`src/rtl/cvxif_mac_pipe_coprocessor.sv`:
```
// cvxif_mac_pipe_coprocessor: CV-X-IF lane-wise MAC dot-product unit.
// Pipelined datapath, ID-indexed in-flight table, in-order result return.
module cvxif_mac_pipe_coprocessor #(
  parameter int XLEN       = 32,
  parameter int ELEM_WIDTH = 8,
  parameter int ID_WIDTH   = 3,
  parameter int LATENCY    = 2
) (
  input  logic                clk_i,
  input  logic                rst_i,
  input  logic                issue_valid_i,
  output logic                issue_ready_o,
  input  logic [ID_WIDTH-1:0] issue_id_i,
  input  logic [4:0]          issue_rd_i,
  input  logic [XLEN-1:0]     issue_rs1_i,
  input  logic [XLEN-1:0]     issue_rs2_i,
  input  logic                issue_signed_i,
  input  logic                issue_acc_i,
  input  logic                commit_valid_i,
  input  logic [ID_WIDTH-1:0] commit_id_i,
  input  logic                commit_kill_i,
  output logic                result_valid_o,
  input  logic                result_ready_i,
  output logic [ID_WIDTH-1:0] result_id_o,
  output logic [4:0]          result_rd_o,
  output logic [XLEN-1:0]     result_data_o,
  output logic                result_we_o
);

  localparam int NUM_LANES = XLEN / ELEM_WIDTH;
  localparam int DEPTH     = 2 ** ID_WIDTH;
  localparam logic [ID_WIDTH:0] C_FULL = {1'b1, {ID_WIDTH{1'b0}}};

  typedef enum logic [1:0] {S_FREE, S_BUSY, S_DONE} state_e;

  state_e              r_state [DEPTH];
  logic                r_cmt   [DEPTH];
  logic                r_kill  [DEPTH];
  logic                r_acc   [DEPTH];
  logic [4:0]          r_rd    [DEPTH];
  logic [XLEN-1:0]     r_sum   [DEPTH];
  logic [ID_WIDTH-1:0] r_fifo  [DEPTH];
  logic [ID_WIDTH-1:0] r_head;
  logic [ID_WIDTH-1:0] r_tail;
  logic [ID_WIDTH:0]   r_cnt;
  logic [XLEN-1:0]     r_accum;

  logic                r_pv   [LATENCY];
  logic [ID_WIDTH-1:0] r_pid  [LATENCY];
  logic [XLEN-1:0]     r_psum [LATENCY];

  logic [XLEN-1:0]     w_ea;
  logic [XLEN-1:0]     w_eb;
  logic [XLEN-1:0]     w_dot;
  logic [ID_WIDTH-1:0] w_head_id;
  logic                w_head_done;
  logic                w_kill_pop;
  logic                w_res_valid;
  logic                w_fire;
  logic                w_pop;
  logic                w_free_now;
  logic                w_issue;
  logic [XLEN-1:0]     w_res_data;

  // Lane products extended to XLEN and summed modulo 2**XLEN.
  always_comb begin
    w_ea  = '0;
    w_eb  = '0;
    w_dot = '0;
    for (int l = 0; l < NUM_LANES; l++) begin
      w_ea = {{(XLEN-ELEM_WIDTH){issue_signed_i &
              issue_rs1_i[l*ELEM_WIDTH+ELEM_WIDTH-1]}},
              issue_rs1_i[l*ELEM_WIDTH +: ELEM_WIDTH]};
      w_eb = {{(XLEN-ELEM_WIDTH){issue_signed_i &
              issue_rs2_i[l*ELEM_WIDTH+ELEM_WIDTH-1]}},
              issue_rs2_i[l*ELEM_WIDTH +: ELEM_WIDTH]};
      w_dot = w_dot + w_ea * w_eb;
    end
  end

  assign w_head_id   = r_fifo[r_head];
  assign w_head_done = (r_cnt != '0) && (r_state[w_head_id] == S_DONE);
  assign w_kill_pop  = w_head_done & r_kill[w_head_id];
  assign w_res_valid = w_head_done & r_cmt[w_head_id] & ~rst_i;
  assign w_fire      = w_res_valid & result_ready_i;
  assign w_pop       = w_kill_pop | w_fire;
  assign w_res_data  = r_sum[w_head_id] +
                       (r_acc[w_head_id] ? r_accum : '0);

  // A slot popped this cycle may be re-issued in the same cycle.
  assign w_free_now = (r_state[issue_id_i] == S_FREE) |
                      (w_pop & (w_head_id == issue_id_i));
  assign issue_ready_o = ~rst_i & w_free_now &
                         ((r_cnt != C_FULL) | w_pop);
  assign w_issue = issue_valid_i & issue_ready_o;

  assign result_valid_o = w_res_valid;
  assign result_we_o    = w_res_valid;
  assign result_id_o    = w_res_valid ? w_head_id : '0;
  assign result_rd_o    = w_res_valid ? r_rd[w_head_id] : '0;
  assign result_data_o  = w_res_valid ? w_res_data : '0;

  // Fixed-latency datapath pipeline; never stalls.
  always_ff @(posedge clk_i) begin
    if (rst_i) begin
      for (int s = 0; s < LATENCY; s++) begin
        r_pv[s]   <= 1'b0;
        r_pid[s]  <= '0;
        r_psum[s] <= '0;
      end
    end else begin
      r_pv[0]   <= w_issue;
      r_pid[0]  <= issue_id_i;
      r_psum[0] <= w_dot;
      for (int s = 1; s < LATENCY; s++) begin
        r_pv[s]   <= r_pv[s-1];
        r_pid[s]  <= r_pid[s-1];
        r_psum[s] <= r_psum[s-1];
      end
    end
  end

  // In-flight table, order FIFO and architectural accumulator.
  always_ff @(posedge clk_i) begin
    if (rst_i) begin
      for (int i = 0; i < DEPTH; i++) begin
        r_state[i] <= S_FREE;
        r_cmt[i]   <= 1'b0;
        r_kill[i]  <= 1'b0;
        r_acc[i]   <= 1'b0;
        r_rd[i]    <= '0;
        r_sum[i]   <= '0;
        r_fifo[i]  <= '0;
      end
      r_head  <= '0;
      r_tail  <= '0;
      r_cnt   <= '0;
      r_accum <= '0;
    end else begin
      if (r_pv[LATENCY-1]) begin
        r_state[r_pid[LATENCY-1]] <= S_DONE;
        r_sum[r_pid[LATENCY-1]]   <= r_psum[LATENCY-1];
      end
      if (commit_valid_i && r_state[commit_id_i] != S_FREE &&
          !r_cmt[commit_id_i] && !r_kill[commit_id_i]) begin
        if (commit_kill_i) r_kill[commit_id_i] <= 1'b1;
        else               r_cmt[commit_id_i]  <= 1'b1;
      end
      if (w_pop) begin
        r_state[w_head_id] <= S_FREE;
        r_head <= r_head + 1'b1;
      end
      if (w_fire && r_acc[w_head_id]) r_accum <= w_res_data;
      if (w_issue) begin
        r_state[issue_id_i] <= S_BUSY;
        r_cmt[issue_id_i]   <= 1'b0;
        r_kill[issue_id_i]  <= 1'b0;
        r_acc[issue_id_i]   <= issue_acc_i;
        r_rd[issue_id_i]    <= issue_rd_i;
        r_fifo[r_tail]      <= issue_id_i;
        r_tail <= r_tail + 1'b1;
      end
      r_cnt <= r_cnt + {{ID_WIDTH{1'b0}}, w_issue}
                     - {{ID_WIDTH{1'b0}}, w_pop};
    end
  end

endmodule

```
`config.mk`:
```
export PLATFORM = sky130hd
export DESIGN_NAME = cvxif_mac_pipe_coprocessor
export DESIGN_NICKNAME = d
export VERILOG_FILES = /design/src/rtl/cvxif_mac_pipe_coprocessor.sv
export SDC_FILE = /design/constraint.sdc
export NUM_CORES = 2
export LEC_CHECK = 0
export ABC_AREA = 1
export CAP_MARGIN = 20
export CORE_UTILIZATION = 35
export DETAILED_ROUTE_END_ITERATION = 6
export GPL_TIMING_DRIVEN = 0
export PLACE_DENSITY = 0.5
export REMOVE_ABC_BUFFERS = 1
export SLEW_MARGIN = 20
export SYNTH_ARGS = -nofsm -noshare
export SYNTH_HDL_FRONTEND = slang
export SYNTH_SLANG_ARGS = --single-unit
```
`constraint.sdc`:
```
create_clock -name clk_i -period 9.8 [get_ports clk_i]
set_input_delay 0.98 -clock clk_i [delete_from_list [all_inputs] [get_ports clk_i]]
set_output_delay 0.98 -clock clk_i [all_outputs]
set_load 0.05 [all_outputs]
```
Word-level counts from Yosys, hierarchy flattened

Memory sizes are Yosys's and may differ from the RTL's. A register that Yosys moved wholly into a read port is not among the register bits.
Cells that the tools add are included.

Bitwise logic cells: 26
Muxes and demuxes: 65
Add/sub/neg operators: 8
Multipliers: 4
Reduce and logical (&&, ||, !) cells: 21
Equality and inequality tests: 3

Operator list:

| kind                                                          | number |
|---|---|
| 32-bit 2-to-1 mux                                             | 5 |
| 9-bit by 9-bit multiplier with 18-bit output                  | 4 |
| 3-bit 2-to-1 mux                                              | 17 |
| 1-bit 2-to-1 mux                                              | 38 |
| 32-bit adder                                                  | 1 |
| 32-bit OR reduction                                           | 1 |
| 20-bit by 18-bit adder with 21-bit output                     | 1 |
| 19-bit by 18-bit adder with 20-bit output                     | 1 |
| 18-bit by 18-bit adder with 19-bit output                     | 1 |
| 1-bit AND                                                     | 16 |
| 5-bit 2-to-1 mux                                              | 2 |
| 1-bit OR                                                      | 9 |
| 3-bit by 1-bit adder with 3-bit output, second input constant | 2 |
| 2-bit 2-to-1 mux                                              | 3 |
| 2-bit OR reduction                                            | 3 |
| 1-bit logical AND                                             | 5 |
| 1-bit OR reduction                                            | 5 |
| 5-bit OR reduction                                            | 1 |
| 4-bit by 1-bit adder with 4-bit output                        | 1 |
| 4-bit != test, second input constant                          | 1 |
| 4-bit nonzero test                                            | 1 |
| 4-bit by 1-bit subtractor with 4-bit output                   | 1 |
| 3-bit equality test                                           | 1 |
| 3-bit OR reduction                                            | 1 |
| 5 further kinds                                               | 6 |

Memories: 10
Register bits: 42
Bits of input ports: 83
Logic and storage cells: 141
Output and inout port bits: 43
Bits in writable memories: 432

Memory list:

| memory          | depth | bits a word | rd ports | clocked after memory_dff | wr ports | RTL line | text |
|---|---|---|---|---|---|---|---|
| r_sum           | 8     | 32          | 1        | 0                        | 8        | 41       | `logic [XLEN-1:0] r_sum [DEPTH];` |
| r_psum          | 2     | 32          | 2        | 0                        | 2        | 50       | `logic [XLEN-1:0] r_psum [LATENCY];` |
| r_rd            | 8     | 5           | 1        | 0                        | 8        | 40       | `logic [4:0] r_rd [DEPTH];` |
| r_fifo          | 8     | 3           | 1        | 1                        | 8        | 42       | `logic [ID_WIDTH-1:0] r_fifo [DEPTH];` |
| r_state         | 8     | 2           | 3        | 0                        | 8        | 36       | `state_e r_state [DEPTH];` |
| r_acc           | 8     | 1           | 1        | 0                        | 8        | 39       | `logic r_acc [DEPTH];` |
| 4 more memories | n/a   | n/a         | n/a      | n/a                      | n/a      | n/a      |  |

Depth between registers and ports, before layout

An unclocked memory read counts as a cell.

Depth in word-level cells: 17
Gate-level depth with buffers: 32
Gate-level depth less buffers: 30

Least setup slack after synthesis

OpenSTA, ideal clock, no wires.

Path kind: input to register
From: in issue_rs2_i[31]
To: mem r_psum[0][18]
Stages on the path: 27
Setup time: 0.070 ns
Path slack: 2.419 ns
Data required time: 9.730 ns
Data arrival time: 7.311 ns
Cell sequence: clkbuf_1 nand2_1 or2_2 fa_1 inv_1 fa_1 inv_1 fa_1 inv_1 fa_1 fa_1 fa_1 inv_1 fa_1 inv_1 fa_1 ha_1 a21oi_1 nor2_1 a211oi_1 nand3_1 nand2_1 o21bai_1 a21o_1 a21oi_1 o21ai_0 a21oi_1

RTL lines:

| what            | RTL line | text |
|---|---|---|
| start, declared | 16       | `input logic [XLEN-1:0] issue_rs2_i,` |
| end, declared   | 50       |  |

==> reports/results.tsv <==
stage	metric	value	unit
outcome	outcome	finished clean	
yosys	yosys_most_used_dff	edfxtp_1	
routing	drtIter0Drc	1136	
clock_tree	cts_max_level	2	
worst_setup_path	path_max_fanout	24	
yosys	syn_inst	3509	
global_route	grt_antenna_before_repair	1	
final_layout	fin_util	0.396	
place	gp_congestion	0.851	
sta	rsz0062_at_grt	no	
global_route	track_usage	0.184	
floorplan	floorplan.rows	108	
worst_setup_path	crit_type	flip-flop to output port	
worst_setup_path	crit_arrival	7250	ps
floorplan	die_h	299	µm
final_layout	drive_gt1_frac	0.0389	
yosys	yosys.cell_count.top_type	inv_1	
worst_setup_path	timing.critical_path.mode_cell	nand2_1	
worst_setup_path	ff2ff_setup_slack	3820	ps
floorplan	core	87000	µm²
yosys	yosys-top-cells-area	fa_1 26%, edfxtp_1 23%, inv_1 10%	
sta	fin_crit	8230	ps
yosys	yosys_register_bits	367	
sta	setup_viol	0	
global_route	grtUsageMet1	0.225	
routing	dr.pass1.iters	5	
clock_tree	post-cts-setup-buffer-count	0	
global_route	grt_pass1_vias	23195	
yosys	synthArstFlopShare	0	
worst_setup_path	worst_setup_path_end_kind	output port	
yosys	ys_seq_area_frac	0.316	
worst_setup_path	cp.required	8820	ps
clock_tree	cts_resized	0	
final_layout	diodes	0	
floorplan	start_util	0.354	
global_route	grt_start_max_net_pins	65	
yosys	synth_common_cells	827 x inv_1, 589 x nand2_1, 480 x nor2_1	
place	dp_hpwl	60.3	mm
final_layout	num-nets-final	4167	
yosys	synth.distinct_cells	53	
clock_tree	tritoncts	yes	
sta	holdWs	396	ps
final_layout	syn2layout_area_growth	11.8	%
routing	ant_nets	0	
min_path	min_path_type	flip-flop to flip-flop	
yosys	yosys.area.top_type	fa_1	
clock_tree	cts_made_buffers	39	
routing	drt_wl_total	80.4	mm
sta	maxSlewViolCount	0	
yosys	synth_top_area_share	0.262	
yosys	netlist_area	30800	µm²
worst_setup_path	critical_path.top_delay_family	simple AND/OR/NAND/NOR gates	
clock_tree	cts_root_buf	clkbuf_16	
yosys	yosysWarnings	0	
worst_setup_path	max_stage_delay	790	ps
routing	viasPerCell	4.67	
clock_tree	hold_buffers	0	
final_layout	nFillCells	8878	
routing	vias	22046	
yosys	synth_edf_count	240	
routing	drc	0	
routing	wl_per_cell	17.0	µm
global_route	met2_usage	0.346	
floorplan	die_area	89300	µm²
global_route	grt_overflow	0	
clock_tree	clock_sinks	367	
sta	fin_crit_sh	0.839	
floorplan	io_pins	126	
floorplan	die_w	299	µm
clock_tree	clk_path_buf_depth	3	
sta	clock-skew-final	11.5	ps
worst_setup_path	critPathSlowestCell	clkdlybuf4s50_1	
global_route	grt_pass1_wl	128	mm
clock_tree	worstSkewPairLatency	540	ps
sta	hold_viol	0	
global_route	use_met3	0.0115	
clock_tree	clk_pin_slew_worst_paths	60	ps
worst_setup_path	critPathBufInv	4	
sta	timing.fmax	0.122	GHz
yosys	syn_area_per_cell	8.79	µm²
sta	tightestPinTransition	1110	ps
worst_setup_path	start_kind	flip-flop	
sta	maxSlewHeadroom	0.257	
global_route	busiest_layer	met2	
place	port_buffers	125	
run	maxCapViolCount	0	
## through the flow
step | cell area, µm² | cells | setup slack, ps | setup TNS, ps
CTS | 34500 | 4723 | 1220 | 0
global route | 34500 | 4724 | 959 | 0
finish | 34500 | 4724 | 1570 | 0
global placement | 32900 | 4647 | -1470 | -234910
floorplan | 30200 | 3367 | 2610 | 0
detailed placement | 33100 | 4651 | 1040 | 0
## layout make-up
cell class	instances	area, µm²	share of cell area
Multi-Input combinational cell	2167	17400	0.505
Sequential cell	367	9750	0.283
Inverter	833	3130	0.0909
Tap cell	1155	1450	0.0419
Timing Repair Buffer	130	1390	0.0402
Clock buffer	44	1020	0.0295
Clock inverter	28	325	0.00943
## metal layers
| layer | routed length (µm) | part of all wire |
|---|---|---|
| met3 | 2900 | 0.036 |
| met1 | 33000 | 0.41 |
| met5 | 20 | 0.00025 |
| met4 | 2100 | 0.026 |
| met2 | 42400 | 0.53 |
## worst min-delay path, cell delays in order, from the launching register on
cell	delay, ps
dfxtp_1	290
inv_1	40
nor2_1	30
## final timing paths
kind / startpoint / end / depth (start not counted)
min: r_psum[0][13]$_SDFF_PP0_ / r_psum[0][45]$_SDFF_PP0_ / 2
min reg2reg: r_psum[0][13]$_SDFF_PP0_ / r_psum[0][45]$_SDFF_PP0_ / 2
max: flip-flop / result_data_o[20] / 26
max reg2reg: flip-flop / r_accum[21]$_SDFFE_PP0P_ / 23
## state kept, by name, summed over array words and instances (netlist names), 16 cells and up, named ones only
signal   cells
r_accum     32
r_fifo      24
r_psum      42
r_rd        40
r_state     16
r_sum      168
## kinds of logic (layout without fill, tap and decap cells)
family | Yosys count | after routing | share of synthesized area
adder cells (fa/ha/maj) | 546 | 546 | 0.320
buffers and inverters | 975 | 1035 | 0.121
AND/OR/NAND/NOR | 1234 | 1234 | 0.162
XOR/XNOR | 42 | 42 | 0.0119
AO/OA/AOI/OAI | 345 | 345 | 0.0698
flip-flops | 367 | 367 | 0.316
## cells in the final DEF (no fill, tap or decap), types with 7 or more instances in the layout
cell,Yosys,routed
a21oi_1,97,97
a21o_1,7,7
edfxtp_1,240,240
clkinv_1,1,7
a221oi_1,16,16
bufinv_16,0,7
nand4_1,24,24
o21a_1,12,12
nand2_1,589,572
nor3_1,24,24
xor2_1,27,27
clkbuf_16,0,40
xnor2_1,15,15
or2_2,18,18
nand2_2,9,26
ha_1,142,142
clkinv_2,0,11
a22o_1,11,11
clkdlybuf4s50_1,0,124
a22oi_1,47,47
o22ai_1,24,24
nor2_1,480,478
fa_1,404,404
dfxtp_1,127,127
o21ai_1,9,9
nand3_1,69,69
inv_2,4,7
inv_1,827,824
o21bai_1,8,8
o21ai_0,85,85
Power is not shown: default switching activity piles up to over one toggle a cycle in this logic, so the estimate is an artifact.
